`src/rtl/sarlock_key_pkg.sv`:
```
// Shared types and defaults for the SARLock key loader: FSM state encoding,
// default key width / failure limit and the bit-counter width helper.
package sarlock_key_pkg;

    localparam int KEY_W_DEF    = 32;
    localparam int MAX_FAIL_DEF = 3;
    localparam int KEY_CNT_W    = $clog2(KEY_W_DEF + 1);

    typedef enum logic [1:0] {
        IDLE    = 2'd0,
        SHIFT   = 2'd1,
        CHECK   = 2'd2,
        LOCKOUT = 2'd3
    } key_ld_state_e;

    // Counter must index KEY_W key bits plus the trailing parity bit.
    function automatic int cnt_width(input int key_w);
        return $clog2(key_w + 1);
    endfunction

endpackage

```
`src/rtl/key_shift_reg.sv`:
```
// Indexed shadow register for the serial key: clear, valid-qualified write of
// bit cnt, running XOR parity and a done flag after the (KEY_W+1)th bit.
module key_shift_reg
    import sarlock_key_pkg::*;
#(
    parameter int KEY_W = KEY_W_DEF
) (
    input  logic             clk,
    input  logic             rst_n,
    input  logic             clr_i,
    input  logic             wr_en_i,
    input  logic             bit_i,
    output logic [KEY_W-1:0] shadow_o,
    output logic             parity_o,
    output logic             done_o
);

    localparam int CNT_W = cnt_width(KEY_W);

    logic [CNT_W-1:0] cnt_q;
    logic             parity_q;
    logic             done_q;
    logic             accept;

    // Once the parity bit is in, further valid bits are dropped and cnt stays at KEY_W.
    assign accept = wr_en_i && !done_q;

    always_ff @(posedge clk or negedge rst_n) begin
        if (!rst_n) begin
            cnt_q    <= '0;
            parity_q <= 1'b0;
            done_q   <= 1'b0;
        end else if (clr_i) begin
            cnt_q    <= '0;
            parity_q <= 1'b0;
            done_q   <= 1'b0;
        end else if (accept) begin
            parity_q <= parity_q ^ bit_i;
            if (cnt_q == CNT_W'(KEY_W)) begin
                done_q <= 1'b1;
            end else begin
                cnt_q <= cnt_q + 1'b1;
            end
        end
    end

    genvar gi;
    generate
        for (gi = 0; gi < KEY_W; gi++) begin : g_bit
            logic bit_q;
            always_ff @(posedge clk or negedge rst_n) begin
                if (!rst_n) begin
                    bit_q <= 1'b0;
                end else if (clr_i) begin
                    bit_q <= 1'b0;
                end else if (accept && (cnt_q == CNT_W'(gi))) begin
                    bit_q <= bit_i;
                end
            end
            assign shadow_o[gi] = bit_q;
        end
    endgenerate

    assign parity_o = parity_q;
    assign done_o   = done_q;

endmodule

```
`src/rtl/sarlock_key_loader.sv`:
```
// Serial key loader feeding the SARLock c432 key bus; commits only on even parity.
// Optional macro SARLOCK_KEY_LOCKOUT_EN adds a lockout after MAX_FAIL bad loads.
module sarlock_key_loader
    import sarlock_key_pkg::*;
#(
    parameter int KEY_W    = KEY_W_DEF,
    parameter int MAX_FAIL = MAX_FAIL_DEF
) (
    input  logic             clk,
    input  logic             rst_n,
    input  logic             load_start,
    input  logic             key_bit,
    input  logic             key_valid,
    output logic [KEY_W-1:0] key,
    output logic             key_loaded,
    output logic             busy,
    output logic             load_ok,
    output logic             load_err,
    output logic             locked_out
);

    key_ld_state_e    state_q;
    logic [KEY_W-1:0] key_q;
    logic             key_loaded_q;
    logic             busy_q;
    logic             load_ok_q;
    logic             load_err_q;
    logic             locked_out_q;

    logic [KEY_W-1:0] shadow;
    logic             sh_parity;
    logic             sh_done;
    logic             sh_clr;
    logic             sh_wr;

    // A restart in SHIFT clears the shadow and swallows that cycle's key_valid.
    assign sh_clr = load_start && ((state_q == IDLE) || (state_q == SHIFT));
    assign sh_wr  = (state_q == SHIFT) && key_valid && !load_start;

    key_shift_reg #(
        .KEY_W (KEY_W)
    ) u_shift (
        .clk      (clk),
        .rst_n    (rst_n),
        .clr_i    (sh_clr),
        .wr_en_i  (sh_wr),
        .bit_i    (key_bit),
        .shadow_o (shadow),
        .parity_o (sh_parity),
        .done_o   (sh_done)
    );

`ifdef SARLOCK_KEY_LOCKOUT_EN
    localparam int FAIL_CNT_W = $clog2(MAX_FAIL + 1);
    logic [FAIL_CNT_W-1:0] fail_cnt_q;
    logic [FAIL_CNT_W-1:0] fail_inc;
    assign fail_inc = (fail_cnt_q == FAIL_CNT_W'(MAX_FAIL)) ? fail_cnt_q : fail_cnt_q + 1'b1;
`else
    // MAX_FAIL has no effect without the lockout feature.
    logic unused_max_fail;
    assign unused_max_fail = (MAX_FAIL > 0);
`endif

    always_ff @(posedge clk or negedge rst_n) begin
        if (!rst_n) begin
            state_q      <= IDLE;
            key_q        <= '0;
            key_loaded_q <= 1'b0;
            busy_q       <= 1'b0;
            load_ok_q    <= 1'b0;
            load_err_q   <= 1'b0;
            locked_out_q <= 1'b0;
`ifdef SARLOCK_KEY_LOCKOUT_EN
            fail_cnt_q   <= '0;
`endif
        end else begin
            load_ok_q  <= 1'b0;
            load_err_q <= 1'b0;
            case (state_q)
                IDLE: begin
                    if (load_start) begin
                        state_q <= SHIFT;
                        busy_q  <= 1'b1;
                    end
                end
                SHIFT: begin
                    if (!load_start && sh_done) begin
                        state_q <= CHECK;
                    end
                end
                CHECK: begin
                    state_q <= IDLE;
                    busy_q  <= 1'b0;
                    if (!sh_parity) begin
                        key_q        <= shadow;
                        key_loaded_q <= 1'b1;
                        load_ok_q    <= 1'b1;
`ifdef SARLOCK_KEY_LOCKOUT_EN
                        fail_cnt_q   <= '0;
`endif
                    end else begin
                        load_err_q <= 1'b1;
`ifdef SARLOCK_KEY_LOCKOUT_EN
                        fail_cnt_q <= fail_inc;
                        if (fail_inc == FAIL_CNT_W'(MAX_FAIL)) begin
                            state_q      <= LOCKOUT;
                            locked_out_q <= 1'b1;
                            key_q        <= '0;
                            key_loaded_q <= 1'b0;
                        end
`endif
                    end
                end
                LOCKOUT: begin
`ifndef SARLOCK_KEY_LOCKOUT_EN
                    state_q <= IDLE;
`endif
                end
                default: state_q <= IDLE;
            endcase
        end
    end

    assign key        = key_q;
    assign key_loaded = key_loaded_q;
    assign busy       = busy_q;
    assign load_ok    = load_ok_q;
    assign load_err   = load_err_q;
    assign locked_out = locked_out_q;

endmodule

```
`config.mk`:
```
export PLATFORM = sky130hd
export DESIGN_NAME = sarlock_key_loader
export DESIGN_NICKNAME = d
export VERILOG_FILES = /design/src/rtl/sarlock_key_pkg.sv /design/src/rtl/key_shift_reg.sv /design/src/rtl/sarlock_key_loader.sv
export SDC_FILE = /design/constraint.sdc
export NUM_CORES = 1
export LEC_CHECK = 0
export BUFFER_PORTS_ARGS = -buffer_cell sky130_fd_sc_hd__clkbuf_2
export CAP_MARGIN = 25
export CORE_UTILIZATION = 35
export DETAILED_ROUTE_END_ITERATION = 7
export SLEW_MARGIN = 20
export SYNTH_ARGS = -nofsm -noshare
export SYNTH_HDL_FRONTEND = slang
export SYNTH_HIERARCHICAL = 1
export SYNTH_SLANG_ARGS = --single-unit
```
`constraint.sdc`:
```
create_clock -name clk -period 2.6 [get_ports clk]
set_input_delay 0.78 -clock clk [delete_from_list [all_inputs] [get_ports clk]]
set_output_delay 0.78 -clock clk [all_outputs]
set_load 0.01 [all_outputs]
```
### Word level (Yosys, flattened, before mapping)

Cells that the tools add are included.

* input port bits: 5
* word-level logic and storage cells: 246
* register bits: 78

* equal/unequal tests: 38
* bitwise logic cells: 2
* mux-type cells: 81
* $add $sub $neg: 1
* reduce and logical (&&, ||, !) cells: 83

Operator list (number)
* $eq A6 B5 Y1 const B: 16
* $mux W1: 74
* $reduce_bool A2 Y1: 35
* $eq A6 B4 Y1 const B: 8
* $logic_and A1 B1 Y1: 37
* $eq A6 B3 Y1 const B: 4
* $mux W6: 3
* $eq A6 B2 Y1 const B: 2
* $reduce_and A2 Y1: 5
* $add A6 B1 Y6 const B: 1
* $eq A6 B1 Y1 const B: 1
* $eq A6 B6 Y1 const B: 1
* $logic_not A6 Y1: 1
* $pmux W2 S3: 1
* $eq A2 B2 Y1 const B: 2
* $mux W2: 2
* $ne A2 B2 Y1 const B: 2
* $eq A2 B1 Y1 const B: 1
* $logic_not A1 Y1: 2
* $logic_not A2 Y1: 1
* $ne A2 B1 Y1 const B: 1
* $pmux W1 S2: 1
* $reduce_or A2 Y1: 1
* $logic_or A1 B1 Y1: 1
* 2 further kinds: 2

### Longest topological paths before layout

* word-level depth: 7
* depth in mapped cells: 7
* gate-level depth less buffers: 5

### By module

Netlist, hierarchy kept.

By module, submodules not included
* key_shift_reg: cells each 238, area each 2366.0 sq um, instances 1
* sarlock_key_loader: cells each 87, area each 1442.6 sq um, instances 1

### Worst setup path after synthesis

No wires, ideal clock.

* path kind: input port to flip-flop
* start point: in load_start
* end point: reg u_shift.g_bit[0].bit_q
* setup slack: 0.036 ns
* cell stages on the path: 4
* arrival time: 2.438 ns
* cell sequence: nor4b_1 > nor4b_4 > nand3_1 > mux2i_1

* longest elaborated chain between the ends: 5

RTL lines
* from (decl): line sarlock_key_loader.sv:11 `input logic load_start,`
* $logic_not A1 Y1: line sarlock_key_loader.sv:38 `assign sh_wr = (state_q == SHIFT) && key_valid && !load_start;`
* $logic_and A1 B1 Y1: line sarlock_key_loader.sv:38
* $logic_and A1 B1 Y1: line key_shift_reg.sv:26 `assign accept = wr_en_i && !done_q;`
* $logic_and A1 B1 Y1: line key_shift_reg.sv:56 `end else if (accept && (cnt_q == CNT_W'(gi))) begin`
* $reduce_bool A2 Y1 (no source line)
* to (signal assigned): line key_shift_reg.sv:57 `bit_q <= bit_i;`
* to (decl): line key_shift_reg.sv:50 `logic bit_q;`

Several ways; a longest one is shown, not always the timed one.
A chain may end at the register's enable or synchronous reset.

### Final worst setup path

* start point: reg state_q[0]
* end point: reg u_shift.g_bit[3].bit_q

* longest elaborated chain between the ends: 6

RTL lines
* from (decl): line sarlock_key_loader.sv:22 `key_ld_state_e state_q;`
* from (signal assigned): line sarlock_key_loader.sv:66 `state_q <= IDLE;`
* from (signal assigned): line sarlock_key_loader.sv:82 `state_q <= SHIFT;`
* from (signal assigned): line sarlock_key_loader.sv:88 `state_q <= CHECK;`
* $eq A2 B1 Y1: line sarlock_key_loader.sv:38
* $logic_and A1 B1 Y1 (2 in a row): line sarlock_key_loader.sv:38
* via sh_wr: line sarlock_key_loader.sv:34 `logic sh_wr;`
* $logic_and A1 B1 Y1: line key_shift_reg.sv:26
* $logic_and A1 B1 Y1: line key_shift_reg.sv:56
* $reduce_bool A2 Y1 (no source line)
* to (signal assigned): line key_shift_reg.sv:57
* to (decl): line key_shift_reg.sv:50

The timed path passes the listed nets, and every way through them passes these cells.

==> metrics.md <==
| Metric | Value |
|---|---|
| Ports | `42` |
| Setup TNS | `0 ps` |
| CP Data Required Time | `~2800 ps` |
| Wire per inst | `between 10 and 15 um` |
| GP Congestion | `between 0.7 and 0.8` |
| Final instance area | `between 0.004 and 0.005 mm^2` |
| RSZ-0062 raised after global routing | `no` |
| Critical path endpoint category | `flop` |
| Sink Count | `between 70 and 80` |
| Die height | `~110 um` |
| Post-Syn Area | `about 0.0038 mm^2` |
| Drt first pass iters | `4` |
| FFs w/ async S/R, synth | `100%` |
| Gr ovfl total | `0` |
| Worst rel slew slack | `62.8%` |
| Leakage | `approximately 2.1 nW` |
| Most frequent cells in the layout | `dfrtp_1 (78), clkbuf_2 (39), nand2_1 (36), mux2i_1 (33), mux2_2 (30)` |
| Final Max Slew Viols | `0` |
| Final hold slack | `between 400 and 500 ps` |
| Buf/Inv on CP | `2` |
| Crit path max fanout | `9` |
| Largest net degree at the start of global routing | `41` |
| Avg Cell Area, Syn | `approximately 12 um^2` |
| Core area | `0.0104 mm^2` |
| Minimum clock period | `2000 ps` |
| Synth unique cells | `43` |
| Pre-CTS setup slack | `279 ps` |
| Top FF cell, synth | `dfrtp_1` |
| Final hold vios | `0` |
| Vias in the first global route | `~2300` |
| Total CTS buffers | `9` |
| Reg2Reg Depth | `6` |
| # setup viols final | `0` |
| Max VDD drop | `approximately 0.27 mV` |
| PwrDens | `552 mW/mm^2` |
| Sequential fraction of the synthesis area | `approximately half` |
| NumNets Final | `roughly 340` |
| Setup CP Type | `flop to flop` |
| # Post-CTS Setup Buffers | `0` |
| Commonest non-fill, non-tap cell in the layout | `dfrtp_1` |
| Dpl cell area | `~0.0039 mm^2` |
| CTS tree | `done` |
| Worst skew pair latency | `340 ps` |
| First-pass GRT wire length | `11.8 mm` |
| Number of enable flip-flop cells after synthesis | `0` |
| Post-CTS sizing | `0` |
| Total number of vias | `2286` |
| Min-Delay Path Class | `input port to asynchronous set/reset pin` |
| Vias per std cell | `between 4 and 5` |
| CTS Hold Buffers Added | `0` |
| Clock transition at path regs | `approximately 80 ps` |
| Outcome | `finished, final reports clean` |
| Period utilization | `76.9%` |
| Final worst slack | `about 600 ps` |
| FP Rows | `37` |
| Layout area overhead | `6.34%` |
| Antenna diode instance count | `0` |
| Highest cell delay on the worst timing path | `approximately 430 ps` |
| Cell family with most CP delay | `simple AND/OR/NAND/NOR gates` |
| Worst Setup Start Kind | `flop` |
| Post-route ant nets | `0` |
| Die W | `106 um` |
| Input/output buffers | `40` |
| Overall die area | `approximately 0.011 mm^2` |
| Tot Pwr | `around 2.2 mW` |
| Cell depth of the worst setup path | `6` |
| Cell count after synthesis | `~330` |
| Starting Density | `a little over a third` |
| Final WL | `~6.9 mm` |
| Worst R2R Start | `state_q[0]` |
| H-tree lvl count | `3` |
| Yosys reg bits | `78` |
| Layout cells sized above 1 | `around 30%` |
| Synthesized net count | `334` |
| Arrival @ worst endpoint | `around 2200 ps` |
| Initial antenna violation count | `0` |
| Crit-path slowest cell | `dfrtp_1` |
| Layout Utilization | `between 30% and 40%` |
| Crit path cell chain | `inv_1 -> nor4b_1 -> buf_4 -> nor4b_4 -> nand3_1 -> mux2i_1` |
| DRC viols | `0` |
| CP startpoint | `state_q[0]` |
| Max Cap Viol | `0` |
| Synth Warn # | `8` |
| Worst-margin pin slew | `557 ps` |
| Cells after DPL | `between 400 and 500` |
| Max frequency | `~0.5 GHz` |
| HPWL after DPL | `roughly 4.4 mm` |
| Root Driver | `clkbuf_8` |
| Iteration-0 DRC Markers | `approximately 160` |
| Final instance count without filler cells | `roughly 470` |
| Clk_skew | `about 9.7 ps` |
| GRT Util Overall | `13.5%` |
| CTS Buffer Depth | `2` |
[layout make-up]
cell class              instances  area [um^2]
repair buffers                 50          290
inverters                       7         26.3
clock buffers                  10          138
fillers                      1041         6370
well taps                     136          170
multi-input cells             186         1420
flip-flops and latches         78         1950
clock inverters                 5         58.8
[path summary, 6_finish.rpt]
kind	slack [ps]	end
setup / recovery	600	u_shift/g_bit[3].bit_q
hold / removal	410	key[12]
setup reg to reg	600	u_shift/g_bit[3].bit_q
hold reg to reg	480	key_loaded
max in group asynchronous	1580	key[26]
min in group clk	480	key_loaded
[synthesized netlist by cell type (2+ instances only)]
cell / count / area, um^2
a21oi_1: 5 / 25.0
o31ai_1: 2 / 15.0
and4bb_2: 2 / 25.0
inv_1: 6 / 22.5
dfrtp_1: 78 / 1950
nand2_1: 36 / 135
buf_2: 9 / 45.0
nor2b_1: 3 / 18.8
buf_4: 34 / 255
clkbuf_8: 2 / 27.5
nor4b_1: 2 / 17.5
nand4_1: 6 / 37.5
mux2i_1: 33 / 330
ha_1: 4 / 50.1
o21ai_0: 2 / 10.0
nor2_1: 6 / 22.5
or4b_1: 2 / 20.0
mux2_2: 30 / 338
nand2b_1: 2 / 12.5
or4_1: 2 / 15.0
clkbuf_1: 3 / 11.3
nand3_1: 29 / 145
buf_6: 5 / 56.3
mux2_1: 2 / 22.5
nand3b_1: 2 / 15.0
[worst reg2reg max path: cells and delay by family (launching register included)]
| kind | cells | cell delay (ps) |
|---|---|---|
| buffers and inverters | 2 | 340 |
| DFF | 1 | 430 |
| muxes | 1 | 150 |
| and+or+nand+nor | 3 | 950 |
[flip-flops by register name (all words and copies together) (netlist names)]
name	cells
state_q	2
load_ok	1
u_shift/done_o	1
u_shift/cnt_q	6
u_shift/parity_o	1
key	32
u_shift/g_bit.bit_q	32
key_loaded	1
load_err	1
busy	1
[layer usage]
layer	GRT usage (%)	part of all wire (%)	vias up	wire length [um]
li1	-	-	1102	-
met1	18.7	49	1127	3410
met2	20.4	45	45	3140
met3	2.45	3.5	12	242
met4	6.15	1.7	0	118
met5	0	0	-	0
[kinds of logic (layout without fill, tap and decap cells)]
| logic type | Yosys count | in the layout | share of synthesized area (%) |
|---|---|---|---|
| AOI/OAI and AO/OA | 13 | 13 | 2.20 |
| muxes | 65 | 65 | 18.1 |
| buffers and inverters | 61 | 72 | 11.6 |
| other | 1 | 1 | 0.0985 |
| and+or+nand+nor | 102 | 102 | 15.2 |
| xor gates and xnor gates | 1 | 1 | 0.230 |
| adders and majority gates | 4 | 4 | 1.31 |
| DFF | 78 | 78 | 51.2 |
[power by group]
part	switching (mW)	internal (mW)
Sequential	0.00631	1.22
Clock	0.444	0.466
Combinational	0.0725	0.0299
Total	0.523	1.71
Note: power is estimated with default switching activity, not from simulation.
